## src/rtl/idex_pipeline_reg.sv

```systemverilog
// ID/EX pipeline register with load-use bubble, branch flush and downstream hold.
// Also tracks saturating counts of inserted bubbles and held cycles.
module idex_pipeline_reg #(
  parameter int unsigned DATA_WIDTH     = 16,
  parameter int unsigned REG_ADDR_WIDTH = 4,
  parameter int unsigned CNT_WIDTH      = 16
) (
  input  logic                      clk,
  input  logic                      reset,
  input  logic                      controls_clear,
  input  logic                      flush,
  input  logic                      hold,
  input  logic                      id_valid,
  input  logic                      id_regwrite,
  input  logic                      id_memread,
  input  logic                      id_memwrite,
  input  logic                      id_memtoreg,
  input  logic                      id_alusrc,
  input  logic                      id_branch,
  input  logic [3:0]                id_aluop,
  input  logic [REG_ADDR_WIDTH-1:0] id_rs,
  input  logic [REG_ADDR_WIDTH-1:0] id_rt,
  input  logic [REG_ADDR_WIDTH-1:0] id_rd,
  input  logic [DATA_WIDTH-1:0]     id_rs_data,
  input  logic [DATA_WIDTH-1:0]     id_rt_data,
  input  logic [DATA_WIDTH-1:0]     id_imm,
  input  logic [DATA_WIDTH-1:0]     id_pc,
  output logic                      idex_valid,
  output logic                      idex_regwrite,
  output logic                      idex_memread,
  output logic                      idex_memwrite,
  output logic                      idex_memtoreg,
  output logic                      idex_alusrc,
  output logic                      idex_branch,
  output logic [3:0]                idex_aluop,
  output logic [REG_ADDR_WIDTH-1:0] idex_rs,
  output logic [REG_ADDR_WIDTH-1:0] idex_rt,
  output logic [REG_ADDR_WIDTH-1:0] idex_rd,
  output logic [DATA_WIDTH-1:0]     idex_rs_data,
  output logic [DATA_WIDTH-1:0]     idex_rt_data,
  output logic [DATA_WIDTH-1:0]     idex_imm,
  output logic [DATA_WIDTH-1:0]     idex_pc,
  output logic [CNT_WIDTH-1:0]      bubble_count,
  output logic [CNT_WIDTH-1:0]      hold_count
);

  localparam int unsigned ALUOP_WIDTH = 4;
  localparam logic [CNT_WIDTH-1:0] CNT_MAX = '1;

  typedef enum logic {
    EMPTY = 1'b0,
    VALID = 1'b1
  } state_t;

  typedef struct packed {
    logic                      regwrite;
    logic                      memread;
    logic                      memwrite;
    logic                      memtoreg;
    logic                      alusrc;
    logic                      branch;
    logic [ALUOP_WIDTH-1:0]    aluop;
    logic [REG_ADDR_WIDTH-1:0] rs;
    logic [REG_ADDR_WIDTH-1:0] rt;
    logic [REG_ADDR_WIDTH-1:0] rd;
    logic [DATA_WIDTH-1:0]     rs_data;
    logic [DATA_WIDTH-1:0]     rt_data;
    logic [DATA_WIDTH-1:0]     imm;
    logic [DATA_WIDTH-1:0]     pc;
  } payload_t;

  state_t   state_q, state_d;
  payload_t payload_q, payload_d, id_payload;
  logic     bubble_inc, hold_inc;
  logic [CNT_WIDTH-1:0] bubble_count_q, hold_count_q;

  assign id_payload = '{
    regwrite: id_regwrite, memread: id_memread, memwrite: id_memwrite,
    memtoreg: id_memtoreg, alusrc: id_alusrc, branch: id_branch,
    aluop: id_aluop, rs: id_rs, rt: id_rt, rd: id_rd,
    rs_data: id_rs_data, rt_data: id_rt_data, imm: id_imm, pc: id_pc
  };

  // Action select: hold > flush/clear (bubble) > load; reset is applied in the register.
  always_comb begin
    state_d    = state_q;
    payload_d  = payload_q;
    bubble_inc = 1'b0;
    hold_inc   = 1'b0;
    if (hold) begin
      hold_inc = 1'b1;
    end else if (flush || controls_clear) begin
      state_d    = EMPTY;
      payload_d  = '0;
      bubble_inc = 1'b1;
    end else begin
      state_d   = id_valid ? VALID : EMPTY;
      payload_d = id_payload;
      if (!id_valid) begin
        payload_d.regwrite = 1'b0;
        payload_d.memread  = 1'b0;
        payload_d.memwrite = 1'b0;
        payload_d.memtoreg = 1'b0;
        payload_d.alusrc   = 1'b0;
        payload_d.branch   = 1'b0;
      end
    end
  end

  always_ff @(posedge clk) begin
    if (reset) begin
      state_q        <= EMPTY;
      payload_q      <= '0;
      bubble_count_q <= '0;
      hold_count_q   <= '0;
    end else begin
      state_q   <= state_d;
      payload_q <= payload_d;
      if (bubble_inc && (bubble_count_q != CNT_MAX)) begin
        bubble_count_q <= bubble_count_q + CNT_WIDTH'(1);
      end
      if (hold_inc && (hold_count_q != CNT_MAX)) begin
        hold_count_q <= hold_count_q + CNT_WIDTH'(1);
      end
    end
  end

  assign idex_valid    = (state_q == VALID);
  assign idex_regwrite = payload_q.regwrite;
  assign idex_memread  = payload_q.memread;
  assign idex_memwrite = payload_q.memwrite;
  assign idex_memtoreg = payload_q.memtoreg;
  assign idex_alusrc   = payload_q.alusrc;
  assign idex_branch   = payload_q.branch;
  assign idex_aluop    = payload_q.aluop;
  assign idex_rs       = payload_q.rs;
  assign idex_rt       = payload_q.rt;
  assign idex_rd       = payload_q.rd;
  assign idex_rs_data  = payload_q.rs_data;
  assign idex_rt_data  = payload_q.rt_data;
  assign idex_imm      = payload_q.imm;
  assign idex_pc       = payload_q.pc;
  assign bubble_count  = bubble_count_q;
  assign hold_count    = hold_count_q;

endmodule

```

## config.mk

```make
export PLATFORM = sky130hd
export DESIGN_NAME = idex_pipeline_reg
export DESIGN_NICKNAME = d
export VERILOG_FILES = /design/src/rtl/idex_pipeline_reg.sv
export SDC_FILE = /design/constraint.sdc
export NUM_CORES = 1
export LEC_CHECK = 0
export ABC_CLOCK_PERIOD_IN_PS = 1730
export CAP_MARGIN = 20
export CORE_MARGIN = 1
export CORE_UTILIZATION = 33
export DETAILED_ROUTE_END_ITERATION = 16
export PLACE_DENSITY_LB_ADDON = 0.1
export SLEW_MARGIN = 20
export SYNTH_ARGS = -nofsm -noshare
export SYNTH_HDL_FRONTEND = slang
export SYNTH_SLANG_ARGS = --single-unit
```

## constraint.sdc

```tcl
create_clock -name clk -period 1.73 [get_ports clk]
set_input_delay 0.346 -clock clk [delete_from_list [all_inputs] [get_ports clk]]
set_output_delay 0.346 -clock clk [all_outputs]
set_load 0.02 [all_outputs]
```

==> impl_metrics.py, run 1 <==
metrics = {
    "sta": {
        "skew_ps": 5.16,
        "finalHoldViolations": 0,
        "fin_crit_ps": 1700,
        "slew_headroom_pct": 52.1,
        "final.setup.worst_slack_ps": 34.7,
        "drv_slew": 0,
        "fmax_mhz": 590,
        "period_share_pct": 98.0,
        "setup_viol": 0,
        "tightest_slew_ps": 718,
        "hold_ws_ps": 277,
    },
    "place": {
        "place_hpwl_um": 9940,
        "dp_slack_ps": -497,
        "placed_cells": 881,
        "port_buffers": 210,
        "finalWeightedCongestion": 0.861,
    },
    "synth": {
        "synth_edf_count": 0,
        "synth_flop_cell": "dfxtp_1",
        "postSynthCellCount": 483,
        "async_flop_share_pct": 0,
        "yosysSeqAreaShare_pct": 51.3,
        "synthXorXnorAreaFrac_pct": 0,
        "yosys.area.top_type": "dfxtp_1",
        "yosys_warnings": 0,
        "synth-simple-area-share_pct": 19.5,
        "ys_top_cells_by_area": "dfxtp_1 51%, mux2i_1 15%, nor2_1 7.8%, a22oi_1 3.2%, or4_1 2.4%",
        "syn_area_per_cell_um2": 9.61,
        "yosysTopAreaCellShare_pct": 51.3,
        "synthAdderAreaFrac_pct": 0.539,
        "synth_top_family_by_area": "simple AND/OR/NAND/NOR gates",
        "synth.distinct_cells": 39,
        "synth-compound-area-share_pct": 10.2,
        "synthMuxAreaShare_pct": 15.6,
        "ys_ff_latch": 119,
        "synth_area_um2": 4640,
        "synth.net_count": 577,
    },
    "final_layout": {
        "multi_input_area_um2": 2240,
        "syn2layout_area_growth_pct": 70.6,
        "fin_nets": 819,
        "antennaDiodeCount": 0,
        "fin_util_pct": 58.7,
        "fill_cells": 1173,
        "fin_cells": 914,
        "drive_gt1_share_pct": 16.9,
        "regArea_um2": 2410,
    },
    "floorplan": {
        "ios": 211,
        "chipWidth_um": 121,
        "rows": 42,
        "core_um2": 13500,
        "die_area_um2": 14500,
        "initial_utilization_pct": 34.4,
        "die_y_um": 121,
    },
    "global_routing": {
        "grt_pass1_vias": 4487,
        "antenna_found_initial": 0,
        "grt_max_degree": 67,
        "grt_pass1_wl_um": 22500,
        "grt_usage_pct": 19.9,
        "gr-total-overflow": 0,
    },
    "route": {
        "vias": 4501,
        "first_iter_violations": 328,
        "avgViaCountPerCell": 4.92,
        "drt_wl_total_um": 14100,
        "first_pass_iters": 4,
        "drc": 0,
        "postRouteAntennaNets": 0,
        "wl_per_cell_um": 15.5,
    },
    "clock_network": {
        "clk_pin_slew_worst_paths_ps": 50,
        "cts_tree": "done",
        "cts.path.max_buffers": 2,
        "root_buffer": "clkbuf_16",
        "numClockSinks": 119,
        "cts-buffers-inserted": 17,
        "htreeDepth": 4,
        "insertion_delay_ps": 410,
    },
    "setup_path": {
        "crit_family": "buffers and inverters",
        "crit_path_cell_trace": "clkdlybuf4s50_1",
        "crit_path_end_kind": "primary output",
        "critPathArrivalTime_ps": 1350,
        "cp-start-kind": "flop",
        "cp_data_required_time_ps": 1380,
        "worstPathMaxFanout": 2,
        "crit_type": "reg2out",
        "crit_slowest_cell": "clkdlybuf4s50_1",
        "max_stage_delay_ps": 610,
        "path_buf_inv": 1,
    },
    "power_and_ir_drop": {
        "leakage_nw": 4.12,
        "irDropWorstVdd_uv": 599,
        "power_density_nw_per_um2": 874,
    },
    "status": {
        "status": "finished, final reports clean",
    },
    "min_path": {
        "hp-class": "in2reg",
    },
    "flow_run": {
        "cap_violations": 0,
    },
}
## placed cells by master, fill, tap and decap left out, drive strengths merged, types with 2 or more instances in the layout
master / count
or2: 3
a211oi: 2
nor4: 7
dlymetal6s2s: 48
dfxtp: 119
nor2: 96
or4: 15
nor2b: 4
nand4: 10
ha: 2
nand2: 12
mux2i: 69
a22oi: 20
o21ai: 8
clkinv: 8
clkdlybuf4s50: 96
and4: 2
mux2: 3
or3: 8
dlygate4sd2: 64
nand3: 11
inv: 5
nor3: 7
o31ai: 14
clkbuf: 22
a21oi: 22
buf: 45
nand2b: 4
o21ba: 2
## worst reg2reg max path, delay by kind of cell (launching register included)
| kind | cells | cell delay [ps] |
|---|---|---|
| buffers and inverters | 2 | 400 |
| flip-flops | 1 | 380 |
| multiplexers | 1 | 270 |
| AND/OR/NAND/NOR | 3 | 480 |
## power by group
group,switching [mW],internal [mW]
combinational,0.356,0.416
clock,1.21,2.07
sequential,0.0474,2.83
## cell type report
class / count / area share [%]
multi-input cells: 330 / 28.3
repair buffers: 253 / 31.4
flip-flops and latches: 119 / 30.4
well taps: 176 / 2.78
clock buffers: 22 / 5.99
inverters: 4 / 0.190
clock inverters: 10 / 0.964
## state kept, by name (all words and copies together) (netlist names), 4 cells and up
register and count:
bubble_count 16, hold_count 16, idex_imm 16, idex_pc 16, idex_rs_data 16, idex_rt_data 16
idex_aluop 4, idex_rd 4, idex_rs 4, idex_rt 4
## logic make-up (layout without fill, tap and decap cells)
group           Yosys count  in the layout
simple gates            184            184
mux                      72             72
buf+inv                  34            289
compound gates           72             72
flops                   119            119
fa+ha+maj                 2              2
## Yosys cell counts (6+ instances only)
cell      instances
nor4_1            7
o21ai_0           8
dfxtp_1         119
nand2_1          12
buf_1             8
a22oi_1          20
nor2_1           96
mux2i_1          69
nand3_1          11
nand4_1           9
or3_1             6
a21oi_1          22
o31ai_1          14
clkbuf_1         18
or4_1            15
nor3_1            7
## final timing paths
kind                               from                            to  slack (ps)  cells after the start
max            idex_alusrc$_SDFFE_PP0N_                   idex_alusrc          30                      1
min                               reset  idex_rs_data[4]$_SDFFE_PP0N_         280                      2
max reg2reg  hold_count[5]$_SDFFE_PP0P_    hold_count[0]$_SDFFE_PP0P_          90                      6
min reg2reg    idex_imm[6]$_SDFFE_PP0N_      idex_imm[6]$_SDFFE_PP0N_         480                      2
## layer usage
layer	vias up	track usage [%]	wire, µm
li1	2219	-	-
met1	2103	22.3	5580
met2	164	33.0	7010
met4	0	7.72	192
met5	-	0	0
met3	15	8.87	1340
## through the flow
stage	power (mW)	TNS, ps	area (µm²)
after floorplan	3.28	-271	4680
after global placement	3.73	-13430	7230
after detailed placement	3.74	-15880	7230
after CTS	7.02	-1.87	7730
after global routing	7.22	-10.7	7920
final	6.93	0	7920
## timing repair
item / 4_1_cts / 5_1_grt
resized for setup: 69 / 65
setup endpoints to repair: 70 / 67
pin swaps: 2 / 3
hold buffers: 0 / 0
buffers inserted: 1 / 0
(Power assumes the default switching activity.)
==> run 2, diff against run 1 <==
==> constraint.sdc (replaced) <==
create_clock -name clk -period 1.73 [get_ports clk]
set_input_delay 0.173 -clock clk [delete_from_list [all_inputs] [get_ports clk]]
set_output_delay 0.173 -clock clk [all_outputs]
set_load 0.02 [all_outputs]
==> impl_metrics.py, run 2 (same netlist as run 1, synthesis figures left out) <==
metrics = {
    "route": {
        "avgViaCountPerCell": 4.97,
        "postRouteAntennaNets": 0,
        "first_iter_violations": 265,
        "first_pass_iters": 4,
        "wl_per_cell_um": 15.7,
        "drt_wl_total_um": 14400,
        "vias": 4558,
        "drc": 0,
    },
    "sta": {
        "period_share_pct": 98.0,
        "skew_ps": 6.37,
        "tightest_slew_ps": 447,
        "drv_slew": 0,
        "fmax_mhz": 590,
        "rsz0062_at_grt": "true",
        "hold_ws_ps": 116,
        "finalHoldViolations": 0,
        "fin_crit_ps": 1690,
        "setup_viol": 0,
        "slew_headroom_pct": 70.2,
    },
    "clock_network": {
        "insertion_delay_ps": 410,
        "cts.path.max_buffers": 2,
        "postCtsSetupBuffers": 0,
        "root_buffer": "clkbuf_16",
        "clk_pin_slew_worst_paths_ps": 50,
        "cts_hold_buf": 0,
        "htreeDepth": 4,
        "cts-buffers-inserted": 17,
        "cts_tree": "done",
        "numClockSinks": 119,
    },
    "power_and_ir_drop": {
        "p_clk_share_pct": 49.6,
        "power_density_nw_per_um2": 915,
        "power_frac_seq_pct": 39.3,
        "p_sw_mw": 1.62,
        "swShare_pct": 22.2,
        "leakage_nw": 3.12,
        "irDropWorstVdd_uv": 858,
        "internal_power_mw": 5.69,
        "power_frac_comb_pct": 11.1,
    },
    "global_routing": {
        "grt_pass1_vias": 4581,
        "antenna_found_initial": 0,
        "grt_max_degree": 70,
        "grt_usage_pct": 20.2,
        "gr-total-overflow": 0,
        "grt_pass1_wl_um": 22700,
    },
    "final_layout": {
        "layout_commonest_cell": "clkdlybuf4s50_1",
        "drive_gt1_share_pct": 17.3,
        "syn2layout_area_growth_pct": 72.2,
        "antennaDiodeCount": 0,
        "fin_nets": 823,
        "fin_cells": 917,
        "final_cell_mix": "204 x clkdlybuf4s50_1, 104 x dfxtp_1, 96 x nor2_1",
    },
    "setup_path": {
        "cp-start-kind": "flop",
        "crit_path_end_kind": "flop",
        "critPathArrivalTime_ps": 2040,
        "cp_data_required_time_ps": 2080,
        "worstPathMaxFanout": 5,
        "crit_type": "reg2reg",
    },
    "floorplan": {
        "ios": 211,
        "die_area_um2": 14500,
        "initial_utilization_pct": 34.4,
        "chipWidth_um": 121,
        "core_um2": 13500,
        "rows": 42,
        "die_y_um": 121,
    },
    "place": {
        "place_hpwl_um": 10100,
        "port_buffers": 210,
        "finalWeightedCongestion": 0.814,
        "placed_cells": 886,
    },
    "status": {
        "status": "finished, final reports clean",
    },
    "min_path": {
        "hp-class": "in2reg",
    },
    "flow_run": {
        "cap_violations": 0,
    },
}
## run 2: cell count changes in the layout (fill, tap and decap cells not counted), sizes merged, moves of 2 or more
cell           change
buf                +4
clkinv             -3
clkdlybuf4s50    +108
dlymetal6s2s      -45
dlygate4sd2       -63
bufinv             +2
## run 2: path summary, 6_finish.rpt
path / start / end / slack (ps) / cells after the start
hold reg to reg: idex_valid$_SDFFE_PP0N_ / idex_valid$_SDFFE_PP0N_ / 490 / 2
setup reg to reg: bubble_count[3]$_SDFFE_PP0P_ / bubble_count[15]$_SDFFE_PP0P_ / 40 / 4
hold / removal: reset / bubble_count[10]$_SDFFE_PP0P_ / 120 / 2
setup / recovery: bubble_count[3]$_SDFFE_PP0P_ / bubble_count[15]$_SDFFE_PP0P_ / 40 / 4
## run 2: stage by stage
step / area [µm²] / util, % / setup TNS, ps / power, mW / worst slack, ps
2_1_floorplan: 4670 / - / -271 / 3.28 / -63.8
3_3_place_gp: 7270 / 53.8 / -2580 / 3.73 / -338
3_5_place_dp: 7270 / 53.8 / -2930 / 3.74 / -352
4_1_cts: 7880 / 58.4 / 0 / 7.41 / 19.1
5_1_grt: 8000 / 59.2 / -45.7 / 7.60 / -13.2
6_report: 8000 / 59.2 / 0 / 7.32 / 35.4
## run 2: per-layer routing
metal / vias to the layer above / track usage [%] / share of wire [%]
li1: 2227 / - / -
met1: 2124 / 22.0 / 40
met3: 36 / 9.62 / 9.1
met4: 0 / 8.72 / 2.9
met5: - / 0 / 0
met2: 171 / 33.3 / 48
## run 2: area by class of cell
class	count	area [µm²]
tap	176	220
multi-input combinational	330	2250
clock buffer	23	489
inverter	4	15.0
fill	1133	5510
timing repair buffer	257	2490
sequential	119	2410
clock inverter	8	119
## run 2: power by group through the flow
stage | clock [mW] | sequential (mW) | combinational (mW)
finish | 3.63 | 2.88 | 0.812
global route | 3.84 | 2.89 | 0.872
CTS | 3.72 | 2.87 | 0.817
detailed placement | 0 | 2.93 | 0.814
global placement | 0 | 2.93 | 0.803
floorplan | 0 | 3.03 | 0.245
## run 2: what timing repair did
| item | CTS | global route |
|---|---|---|
| pin swaps | 0 | 3 |
| resized for setup | 3 | 27 |
| endpoints found under the setup margin | 2 | 23 |
## run 2: worst max-delay path: stages, from the launching register on
cell and delay [ps]:
dfxtp_2 380, nand2_2 100, or4_4 560, or4_4 460, a21oi_2 150
